**src/rtl/hazard_pkg.sv**
```systemverilog
// Shared definitions for the ID-stage hazard/stall controller.
//   hazState_e     : stall sequencer states
//   FWD_*          : per-operand forwarding select encodings
//   DEFAULT_REG_AW : default register-address width
//   isAsserted()   : enable qualification (only a clean 1 counts)
package hazard_pkg;

    typedef enum logic [1:0] {
        IDLE   = 2'd0,
        LSTALL = 2'd1,
        BUSY   = 2'd2
    } hazState_e;

    localparam logic [1:0] FWD_RF  = 2'b00;
    localparam logic [1:0] FWD_EX  = 2'b01;
    localparam logic [1:0] FWD_MEM = 2'b10;
    localparam logic [1:0] FWD_WB  = 2'b11;

    localparam int DEFAULT_REG_AW = 5;

    // An X or Z on a write enable must never produce a forward, so only
    // an exact 1 is accepted.
    function automatic logic isAsserted(input logic en);
        return (en === 1'b1);
    endfunction

endpackage

```
**src/rtl/fwd_select.sv**
```systemverilog
// Combinational forwarding select for one ID source operand.
//   srcReg/srcUsed        : operand register and whether it is read
//   enEx/enMem/enWb       : qualified RF write enables of later stages
//   regEx/regMem/regWb    : destination registers of later stages
//   sel                   : FWD_RF / FWD_EX / FWD_MEM / FWD_WB
module fwd_select
    import hazard_pkg::*;
#(
    parameter int REG_AW = DEFAULT_REG_AW
) (
    input  logic [REG_AW-1:0] srcReg,
    input  logic              srcUsed,
    input  logic              enEx,
    input  logic              enMem,
    input  logic              enWb,
    input  logic [REG_AW-1:0] regEx,
    input  logic [REG_AW-1:0] regMem,
    input  logic [REG_AW-1:0] regWb,
    output logic [1:0]        sel
);

    // Register 0 is hard-wired zero, so it is never forwarded.
    logic candidate;
    assign candidate = srcUsed && (srcReg != '0);

    // Youngest producer wins: EX, then MEM, then WB.
    always_comb begin
        sel = FWD_RF;
        if (candidate && enEx && (srcReg == regEx)) begin
            sel = FWD_EX;
        end else if (candidate && enMem && (srcReg == regMem)) begin
            sel = FWD_MEM;
        end else if (candidate && enWb && (srcReg == regWb)) begin
            sel = FWD_WB;
        end
    end

endmodule

```
**src/rtl/hazard_stall_controller.sv**
```systemverilog
// ID-stage hazard unit: per-operand forwarding selects, load-use and
// multi-cycle-EX stall sequencing, branch flush of IF/ID and a saturating
// count of stalled cycles.
//   clk, reset_n                 : clock, async active-low reset
//   enable_*/reg_*/load_ex       : producer info from EX/MEM/WB
//   src_reg/src_used             : ID operand registers and use flags
//   ex_busy, branch_taken        : multi-cycle EX op, resolved taken branch
//   stat_clr                     : synchronous clear of stall_cycles
//   fwd_sel                      : 2 bits per operand (RF/EX/MEM/WB)
//   pc_le/npc_le/ifid_le         : front-end load enables (always equal)
//   nop_sel, ifid_flush          : bubble injection, IF/ID clear
//   stall_cycles                 : cycles with pc_le=0, saturating
module hazard_stall_controller
    import hazard_pkg::*;
#(
    parameter int REG_AW     = DEFAULT_REG_AW,
    parameter int NUM_SRC    = 2,
    parameter int LOAD_STALL = 1,
    parameter int CNT_W      = 16
) (
    input  logic                      clk,
    input  logic                      reset_n,
    input  logic                      enable_ex,
    input  logic                      enable_mem,
    input  logic                      enable_wb,
    input  logic                      load_ex,
    input  logic [REG_AW-1:0]         reg_ex,
    input  logic [REG_AW-1:0]         reg_mem,
    input  logic [REG_AW-1:0]         reg_wb,
    input  logic [NUM_SRC*REG_AW-1:0] src_reg,
    input  logic [NUM_SRC-1:0]        src_used,
    input  logic                      ex_busy,
    input  logic                      branch_taken,
    input  logic                      stat_clr,
    output logic [NUM_SRC*2-1:0]      fwd_sel,
    output logic                      pc_le,
    output logic                      npc_le,
    output logic                      ifid_le,
    output logic                      nop_sel,
    output logic                      ifid_flush,
    output logic [CNT_W-1:0]          stall_cycles
);

    // Remaining-bubble counter width; LOAD_STALL-2 always fits.
    localparam int LCW = (LOAD_STALL > 1) ? $clog2(LOAD_STALL + 1) : 1;
    localparam logic [LCW-1:0] LSTALL_LOAD = LCW'((LOAD_STALL > 1) ? LOAD_STALL - 2 : 0);

    logic enEx, enMem, enWb;
    assign enEx  = isAsserted(enable_ex);
    assign enMem = isAsserted(enable_mem);
    assign enWb  = isAsserted(enable_wb);

    logic [NUM_SRC*2-1:0] fwdRaw;
    logic [NUM_SRC-1:0]   srcHit;
    logic                 loadUseHit;

    for (genvar i = 0; i < NUM_SRC; i++) begin : gSrc
        fwd_select #(.REG_AW(REG_AW)) uFwd (
            .srcReg  (src_reg[i*REG_AW +: REG_AW]),
            .srcUsed (src_used[i]),
            .enEx    (enEx),
            .enMem   (enMem),
            .enWb    (enWb),
            .regEx   (reg_ex),
            .regMem  (reg_mem),
            .regWb   (reg_wb),
            .sel     (fwdRaw[2*i +: 2])
        );
        // Load-use ignores enable_ex: a load always writes its destination.
        assign srcHit[i] = src_used[i]
                        && (src_reg[i*REG_AW +: REG_AW] == reg_ex)
                        && (src_reg[i*REG_AW +: REG_AW] != '0);
    end

    assign loadUseHit = load_ex && (|srcHit);

    hazState_e      state, stateNext;
    logic [LCW-1:0] cnt, cntNext;
    logic           leComb, nopComb, flushComb;
    logic [CNT_W-1:0] statReg;

    // Outputs must react to the hazard in the same cycle it appears, so
    // they are decoded from the registered state plus the current inputs.
    // BUSY with ex_busy low falls through to the IDLE rules, giving no
    // dead cycle when the EX op completes.
    always_comb begin
        leComb    = 1'b1;
        nopComb   = 1'b0;
        flushComb = 1'b0;
        stateNext = IDLE;
        cntNext   = cnt;
        if (ex_busy) begin
            leComb    = 1'b0;
            stateNext = BUSY;
            cntNext   = '0;         // any pending load bubble is dropped
        end else if (branch_taken) begin
            flushComb = 1'b1;
            cntNext   = '0;         // branch aborts a pending load bubble
        end else if (state == LSTALL) begin
            leComb  = 1'b0;
            nopComb = 1'b1;
            if (cnt != '0) begin
                stateNext = LSTALL;
                cntNext   = cnt - LCW'(1);
            end
        end else if (loadUseHit) begin
            leComb  = 1'b0;
            nopComb = 1'b1;
            // First bubble is this cycle; LSTALL supplies the other LOAD_STALL-1.
            if (LOAD_STALL > 1) begin
                stateNext = LSTALL;
                cntNext   = LSTALL_LOAD;
            end
        end
    end

    always_ff @(posedge clk or negedge reset_n) begin
        if (!reset_n) begin
            state   <= IDLE;
            cnt     <= '0;
            statReg <= '0;
        end else begin
            state <= stateNext;
            cnt   <= cntNext;
            if (stat_clr) begin
                statReg <= '0;
            end else if (!leComb && (statReg != '1)) begin
                statReg <= statReg + CNT_W'(1);
            end
        end
    end

    // Reset forces the pipeline-transparent output values.
    assign pc_le        = leComb | ~reset_n;
    assign npc_le       = pc_le;
    assign ifid_le      = pc_le;
    assign nop_sel      = nopComb & reset_n;
    assign ifid_flush   = flushComb & reset_n;
    assign fwd_sel      = reset_n ? fwdRaw : '0;
    assign stall_cycles = statReg;

endmodule

```
**config.mk**
```make
export PLATFORM = sky130hd
export DESIGN_NAME = hazard_stall_controller
export DESIGN_NICKNAME = d
export VERILOG_FILES = /design/src/rtl/hazard_pkg.sv /design/src/rtl/fwd_select.sv /design/src/rtl/hazard_stall_controller.sv
export SDC_FILE = /design/constraint.sdc
export NUM_CORES = 1
export LEC_CHECK = 0
export ABC_AREA = 1
export CAP_MARGIN = 20
export CORE_MARGIN = 2
export CORE_UTILIZATION = 48
export CTS_BUF_LIST = sky130_fd_sc_hd__clkbuf_4 sky130_fd_sc_hd__clkbuf_8 sky130_fd_sc_hd__clkbuf_16
export DETAILED_ROUTE_END_ITERATION = 10
export PLACE_DENSITY_LB_ADDON = 0.3
export REMOVE_ABC_BUFFERS = 1
export SYNTH_ARGS = -nofsm -noshare
export SYNTH_HDL_FRONTEND = slang
export SYNTH_SLANG_ARGS = --single-unit
```
**constraint.sdc**
```tcl
create_clock -name clk -period 4.1 [get_ports clk]
set_input_delay 0.615 -clock clk [delete_from_list [all_inputs] [get_ports clk]]
set_output_delay 0.615 -clock clk [all_outputs]
set_load 0.05 [all_outputs]
```
# Word level (Yosys, flattened, before mapping)
# Index checks and enable logic that the tools add are counted.
# classes
n_addsub	2
n_eq_ne	11
n_mux	27
bitwise_logic	4
n_reduce_logical	26
# ops
cell	n
16-bit two-way mux	2
5-bit == test	6
1-bit logical AND	20
1-bit two-way mux	17
16-bit by 1-bit adder with 16-bit output, second input constant	1
16-bit != test, second input constant	1
2-bit two-way mux	7
5-bit nonzero test	2
4-bit two-way mux	1
1-bit case equality test, second input constant	3
3-bit nonzero test	1
1-bit bitwise AND	2
2-bit by 1-bit == test with 1-bit output, second input constant	1
2-bit nonzero test	1
2-bit OR reduction	1
1-bit logical NOT	1
1-bit NOT	1
1-bit bitwise OR	1
1-bit subtractor, second input constant	1
# totals
ff_bits	19
output_inout_bits	25
elab_cells	73

# Depth between registers and ports, before layout
# Gate-level depths: netlist of the first run.
# logic_depth
depth_word	13
depth_mapped	13
depth_no_buf	12

# By module
# Synthesis of the first run repeated with hierarchy kept, for this count alone.
# hier_totals
cells_unflattened	382
hier_area_um2	2120.8
# modules_own_cells
module	n_inst	cells_each	area_each_um2
hazard_stall_controller	1	226	1405.1
fwd_select	2	78	357.8

# Worst setup path before layout of the first run
# No wires, ideal clock.
# synth_path
kind	in2out
from	input src_reg[1]
to	output nop_sel
arrival_time_ns	2.198
required_time_ns	3.485
path_slack_ns	1.287
path_stages	9
n_path_buf	0
path_cell_list	inv_1 -> nand2_1 -> nand2_1 -> nand2_1 -> nor2_1 -> nand3_1 -> nand2_1 -> nand2_1 -> nor3_1
# synth_via
elab_chain_len	10
# synth_lines
item	line_no	source
start, declared	hazard_stall_controller.sv:30	input logic [NUM_SRC*REG_AW-1:0] src_reg,
5-bit == test	hazard_stall_controller.sv:71	&& (src_reg[i*REG_AW +: REG_AW] == reg_ex)
1-bit logical AND	hazard_stall_controller.sv:71	
1-bit logical AND (*)	hazard_stall_controller.sv:72	&& (src_reg[i*REG_AW +: REG_AW] != '0);
2-bit OR reduction (*)	hazard_stall_controller.sv:75	assign loadUseHit = load_ex && (|srcHit);
1-bit logical AND (*)	hazard_stall_controller.sv:75	
1-bit two-way mux (*)	hazard_stall_controller.sv:106	end else if (loadUseHit) begin
1-bit two-way mux (*)	hazard_stall_controller.sv:99	end else if (state == LSTALL) begin
1-bit two-way mux (*)	hazard_stall_controller.sv:96	end else if (branch_taken) begin
1-bit two-way mux (*)	hazard_stall_controller.sv:92	if (ex_busy) begin
1-bit bitwise AND (*)	hazard_stall_controller.sv:137	assign nop_sel = nopComb & reset_n;
end, declared	hazard_stall_controller.sv:39	output logic nop_sel,
# Mark *: on every way between the ends. The rest lies on a longest branch, timed or not.

# Final worst setup path of the first run
# layout_path
from	input src_reg[0]
to	output pc_le
# layout_via
elab_chain_len	10
# layout_lines
item	line_no	source
5-bit == test	hazard_stall_controller.sv:71	
1-bit logical AND	hazard_stall_controller.sv:71	
1-bit logical AND (*)	hazard_stall_controller.sv:72	
2-bit OR reduction (*)	hazard_stall_controller.sv:75	
1-bit logical AND (*)	hazard_stall_controller.sv:75	
1-bit two-way mux (*)	hazard_stall_controller.sv:106	
1-bit two-way mux (*)	hazard_stall_controller.sv:99	
1-bit two-way mux (*)	hazard_stall_controller.sv:96	
1-bit two-way mux (*)	hazard_stall_controller.sv:92	
1-bit bitwise OR (*)	hazard_stall_controller.sv:134	assign pc_le = leComb | ~reset_n;
end, declared	hazard_stall_controller.sv:36	output logic pc_le,
# Marks and branches as above.

==> results of run 1 <==
-- path summary, 6_finish.rpt --
kind,depth (start not counted),endpoint
max in group asynchronous,2,stall_cycles[3]
worst max-delay path,10,pc_le
min in group asynchronous,2,stall_cycles[12]
worst min register to register,2,stall_cycles[14]
worst min-delay path,2,stall_cycles[14]
worst max register to register,9,stall_cycles[0]
-- stage by stage --
step	utilization	instance area (um2)	power, uW	setup slack (ns)	hold slack [ns]
finish	0.689	2260	373	0.590	0.586
CTS	0.689	2260	376	0.572	0.584
floorplan	-	1570	225	1.28	0.319
global route	0.689	2260	397	0.391	0.626
detailed placement	0.682	2240	293	0.575	0.559
global placement	0.682	2240	291	0.616	0.556
-- worst reg2reg max path, delay by kind of cell, from the launching register on --
| kind | cells | cell delay [ns] |
|---|---|---|
| adders and majority gates | 1 | 0.22 |
| DFF | 1 | 0.44 |
| and+or+nand+nor | 8 | 1.26 |
-- layout make-up --
cell class	count	area, um2	share of cell area
Multi-Input combinational cell	182	1060	0.469
Timing Repair Buffer	61	608	0.269
Sequential cell	16	400	0.177
Inverter	30	113	0.0498
Tap cell	46	57.6	0.0254
Clock buffer	3	22.5	0.00996
-- cells in the final DEF, fill, tap and decap left out, types with 5 or more instances in the layout --
cell	n
nor2_1	16
xnor2_1	7
clkdlybuf4s50_1	60
dfrtp_1	16
xor2_1	28
inv_1	27
nor3_1	5
nand3_1	29
a21oi_1	8
nand2_1	53
nand4_1	22
-- power by group through the flow --
| stage | clock network, uW | registers, uW | logic, uW |
|---|---|---|---|
| 2_1_floorplan | 0 | 171 | 54.4 |
| 3_3_place_gp | 0 | 165 | 126 |
| 3_5_place_dp | 0 | 165 | 128 |
| 4_1_cts | 85.7 | 162 | 128 |
| 5_1_grt | 95.3 | 162 | 140 |
| 6_report | 83.1 | 162 | 128 |
-- logic make-up (layout without fill, tap and decap cells) --
family | Yosys count | after routing | synth area share
AND/OR/NAND/NOR | 135 | 135 | 0.421
buffers and inverters | 39 | 94 | 0.102
XOR/XNOR | 35 | 35 | 0.188
flip-flops | 16 | 16 | 0.246
AO/OA/AOI/OAI | 11 | 11 | 0.0354
adder cells (fa/ha/maj) | 1 | 1 | 0.00769
-- layer usage --
layer  GRT usage  vias to the layer above  routed length (um)
met5           0                        -                   0
li1            -                      893                   -
met2       0.408                       52                2070
met1       0.339                      822                2020
met4      0.0611                        0                  53
met3      0.0399                        7                 241
==> impl_results.md, run 1 <==
* Post-Layout Cell Count at 338
* Die Area at 3870 um2
* Area leader, netlist: dfrtp_1
* Max-slew violation count at 0
* Count leader, synth: nand2_1
* IO Port Bufs at 60
* Setup crit end kind: output pin
* Sw frac at 0.326
* Clock skew at 0.00380 ns
* R2R Path Start: stall_cycles[0]
* Final Cycle Share at 0.856
* Area grow syn2layout at 39.1%
* N_diodes at 0
* Cell count after synthesis at 237
* Root Driver: clkbuf_4
* Setup TNS at 0 ns
* Mean post-synth cell area at 6.86 um2
* CP max-delay cell: clkdlybuf4s50_1
* DR vias at 1774
* Sequential share of the synthesized area at 0.246
* Critical Path Start: src_reg[0]
* Max FFs per register at 16
* Buffers & Inverters on Critical Path at 2
* Initial antenna violation count at 0
* WL/cell at 13.0 um
* MaxCap Viol Count at 0
* I/O pins at 61
* Vias in the first global route at 1699
* Crit path top cell by count: nand2_1
* CTS sink count at 16
* First-pass GRT wire length at 7910 um
* Core area at 3280 um2
* H-tree lvl count at 1
* Post-CTS Setup Inserts at 0
* Clk_lat worst skew at 0.29 ns
* Total global-route track usage at 0.247
* EDFF count, synth at 0
* Leakage power total at 0.00110 uW
* Cts hold-fix bufs at 0
* Max IR drop VDD at 0.170 mV
* Cells after DPL at 335
* Largest net degree at the start of global routing at 33
* DRC at 0
* Ranking of synthesized cells by area: dfrtp_1 (25%), xor2_1 (15%), nand2_1 (12%)
* CTS tree: built
* Crit-path cells: clkdlybuf4s50_1 -> xnor2_1 -> nand2_1 -> nor2_1 -> nand3_1 -> nand2_1 -> nand2_1 -> nand2_4 -> nand2_1 -> clkdlybuf4s50_1
* Final #Nets at 331
* Maximum buffer depth of the clock tree at 2
* Logic pwr share at 0.343
* Worst-Margin Slew at 0.918 ns
* Worst Path Class, Setup: input pin to output pin
* Int Power at 251 uW
* Number of gates resized after cts at 0
* Achievable Freq at 0.285 GHz
* Worst hold start: stall_cycles[14]
* Grt ovf at 0
* Outcome: completed
* Commonest cells post-synth: nand2_1 (53), nand3_1 (29), xor2_1 (28), inv_1 (27), nand4_1 (22)
* P_sw at 121 uW
* Rel. slew slack at 0.387
* CTS Buf Count at 3
* Slowest stage delay, CP at 0.73 ns
* Synth warnings at 0
* Share of cells above drive strength 1 at 0.0548
* Rows at 21
* Synth top area share at 0.246
* Top_reg_cell synth: dfrtp_1
* Mapped Area at 1630 um2
* WP data arrival at 2.89 ns
* Fin crit period at 3.51 ns
* Post-synth cell types at 26
* Pwr/cell area at 165 nW/um2
* DR pass1 iterations at 4
* Clk pwr share at 0.223
* Worst EP required at 3.48 ns
* DPL Wire Length at 3450 um
* Filler Cells Inserted at 299
* Hold Path Class: flip-flop to flip-flop
* Via-to-Cell Ratio at 5.25
* Sequential Power Share at 0.434
* RSZ-0062 raised after global routing: false
* Setup Viol. Count Final at 0
* CP Max Fanout at 18
* Synthesized flop and latch total at 16
* Post-synth ARST share at 1.00
* R2r setup slk at 2.11 ns
* Final WL at 4380 um
* Worst Setup Start Kind: input pin
* Routed Antenna Nets at 0
* Die span in y at 62.2 um
* DRT iter0 DRCs at 111
* Clk pin slew, worst setup/hold paths at 0.09 ns
* Starting Density at 0.495
* Routability cong. at 0.879
* Final Hold Viols at 0
* Die X at 62.2 um
* CP delay by family, top: buffers and inverters
(Power assumes the default switching activity.)
==> inputs of run 2 (changes only) <==
--- a/config.mk
+++ b/config.mk
@@ -9,7 +9,6 @@
 export CAP_MARGIN = 20
 export CORE_MARGIN = 2
 export CORE_UTILIZATION = 48
-export CTS_BUF_LIST = sky130_fd_sc_hd__clkbuf_4 sky130_fd_sc_hd__clkbuf_8 sky130_fd_sc_hd__clkbuf_16
 export DETAILED_ROUTE_END_ITERATION = 10
 export PLACE_DENSITY_LB_ADDON = 0.3
 export REMOVE_ABC_BUFFERS = 1
==> results of run 2 <==
Same layout as run 1: the final DEF is identical, and so are final timing and power.
==> inputs of run 3 (changes only) <==
--- a/config.mk
+++ b/config.mk
@@ -8,10 +8,11 @@
 export ABC_AREA = 1
 export CAP_MARGIN = 20
 export CORE_MARGIN = 2
-export CORE_UTILIZATION = 48
+export CORE_UTILIZATION = 52
 export DETAILED_ROUTE_END_ITERATION = 10
 export PLACE_DENSITY_LB_ADDON = 0.3
 export REMOVE_ABC_BUFFERS = 1
 export SYNTH_ARGS = -nofsm -noshare
 export SYNTH_HDL_FRONTEND = slang
+export SYNTH_HIERARCHICAL = 1
 export SYNTH_SLANG_ARGS = --single-unit
==> run 3 against run 2 <==
Global-route usage grew 4.6 points. Clock skew is essentially flat. Die area grew 19%. Final area grew 24%. Combinational power grew 38%. Flip-flop and latch count is the same. Maximum frequency grew 1.2%. Clock power grew 44%. Count of clock-buffer cells in the layout is the same. Synthesized cell count grew 61%. Sequential share of layout area shrank 3.4 points. Cell count grew 45%. Critical endpoint is now fwd_sel[0]. Largest cell class unchanged.
==> impl_results.md, run 3 <==
* Outcome: completed
* IO Port Bufs at 60
* Initial antenna violation count at 0
* Final Cycle Share at 0.846
* Setup crit end kind: output pin
* Filler Cells Inserted at 369
* Maximum buffer depth of the clock tree at 2
* Worst-Margin Slew at 0.911 ns
* Final WS setup at 0.633 ns
* DR vias at 2526
* Pwr/cell area at 165 nW/um2
* Post-synth cell types at 30
* Share of cells above drive strength 1 at 0.0911
* Leading cell type in the layout, fill and taps excluded: nand2_1
* Number of gates resized after cts at 0
* WL/cell at 12.7 um
* Max IR drop VDD at 0.0850 mV
* Fin crit period at 3.47 ns
* Setup TNS at 0 ns
* Clock skew at 0.00402 ns
* Most frequent cells in the layout: nand2_1 (126), clkdlybuf4s50_1 (60), inv_1 (56), nor2_1 (44), nand3_1 (35)
* Leakage power total at 0.00155 uW
* Worst Setup Start Kind: input pin
* Sequential share of the synthesized area at 0.189
* Worst Path Class, Setup: input pin to output pin
* Setup Viol. Count Final at 0
* WP data arrival at 2.85 ns
* Max FFs per register at 16
* Routed Antenna Nets at 0
* Crit path to: fwd_sel[0]
* R2r setup slk at 2.04 ns
* DP Worst Slack at 0.633 ns
* Cts hold-fix bufs at 0
* DPL Wire Length at 4920 um
* Critical Path Start: src_reg[0]
* MaxCap Viol Count at 0
* Mapped Area at 2120 um2
* Hold Path Class: flip-flop to flip-flop
* RR Endpoint: stall_cycles[7]
* CTS tree: built
* Reg2Reg Depth at 9
* Synth warnings at 6
* Clk_lat worst skew at 0.25 ns
* H-tree lvl count at 1
* N_diodes at 0
* Final WL at 6210 um
* Top_reg_cell synth: dfrtp_1
* Synth top area share at 0.223
* Achievable Freq at 0.288 GHz
* Core area at 3970 um2
* Synthesized flop and latch total at 16
* Area grow syn2layout at 31.8%
* Root Driver: clkbuf_8
* Final Cell Area at 2800 um2
* Cell count after synthesis at 382
* DRT iter0 DRCs at 224
* Placement-stage cell area at 2750 um2
* Routability cong. at 0.967
* Ranking of synthesized cells by area: nand2_1 (22%), dfrtp_1 (19%), inv_1 (9.9%)
* Final Hold Viols at 0
* RSZ-0062 raised after global routing: false
* Rel. slew slack at 0.392
* Mean post-synth cell area at 5.55 um2
* Via-to-Cell Ratio at 5.17
* Area leader, netlist: nand2_1
* Post-CTS Setup Inserts at 0
* Largest net degree at the start of global routing at 33
* Total global-route track usage at 0.292
* Multi-input logic area at 1400 um2
* Commonest cells post-synth: nand2_1 (126), inv_1 (56), nor2_1 (44), nand3_1 (35), nand4_1 (20)
* DR pass1 iterations at 5
* Count leader, synth: nand2_1
* Die X at 67.9 um
* Vias in the first global route at 2403
* CTS Buf Count at 3
* Final #Nets at 478
* DRC at 0
* I/O pins at 61
* Die span in y at 67.9 um
* EDFF count, synth at 0
* Starting Density at 0.534
* Post-synth ARST share at 1.00
* Clk pin slew, worst setup/hold paths at 0.06 ns
* CTS sink count at 16
* Rows at 23
* Grt ovf at 0
* Die Area at 4600 um2
* Max-slew violation count at 0
* Worst EP required at 3.48 ns
* R2R Path Start: stall_cycles[0]
* First-pass GRT wire length at 10400 um
* Seq. cell area at 400 um2
* CP Max Fanout at 8
==> run 3: through the flow <==
step / power (uW) / hold slack (ns) / util / instances
finish: 460 / 0.572 / 0.704 / 489
global route: 486 / 0.606 / 0.704 / 489
CTS: 459 / 0.571 / 0.704 / 489
detailed placement: 341 / 0.555 / 0.693 / 486
global placement: 339 / 0.540 / 0.693 / 486
floorplan: 256 / 0.319 / - / 373
==> run 3: logic make-up (layout without fill, tap and decap cells) <==
family / after synthesis / in the layout / share of synthesized area
fa+ha+maj: 1 / 1 / 0.00590
compound gates: 16 / 16 / 0.0437
simple gates: 251 / 251 / 0.533
flops: 16 / 16 / 0.189
buf+inv: 79 / 136 / 0.150
xor+xnor: 19 / 19 / 0.0785
==> run 3: layer usage <==
layer,track usage,share of wire
met1,0.325,0.40
met2,0.559,0.52
met3,0.0247,0.046
met4,0.133,0.033
met5,0,0
==> run 3: critical path, cell delays in order <==
cell	delay, ns
clkdlybuf4s50_1	0.67
inv_2	0.08
nand2_1	0.10
nand2_1	0.07
nor2_1	0.11
nand2_1	0.05
nor2_1	0.10
nand3_1	0.09
nand2_1	0.06
nand2_1	0.05
inv_1	0.06
clkdlybuf4s50_1	0.79
==> run 3: layout make-up <==
cell class,count,share of cell area
Multi-Input combinational cell,287,0.502
Timing Repair Buffer,63,0.223
Sequential cell,16,0.143
Inverter,70,0.0949
Tap cell,50,0.0224
Clock buffer,3,0.0148
==> run 3: how the worst min path moves through the flow <==
| stage | start | end | cells after the start |
|---|---|---|---|
| floorplan | reset_n | stall_cycles[0] | 0 |
| global placement | stall_cycles[6] | stall_cycles[6] | 2 |
| detailed placement | stall_cycles[14] | stall_cycles[14] | 2 |
| CTS | stall_cycles[14] | stall_cycles[14] | 2 |
| global route | stall_cycles[6] | stall_cycles[6] | 2 |
| finish | stall_cycles[14] | stall_cycles[14] | 2 |
==> run 3: report_power, final <==
part	leakage, uW	switching (uW)	total [uW]	internal, uW
Combinational	0.00130	106	177	70.9
Clock	0.0000216	55.2	120	65.2
Sequential	0.000222	2.86	163	160
Total	0.00155	164	460	296
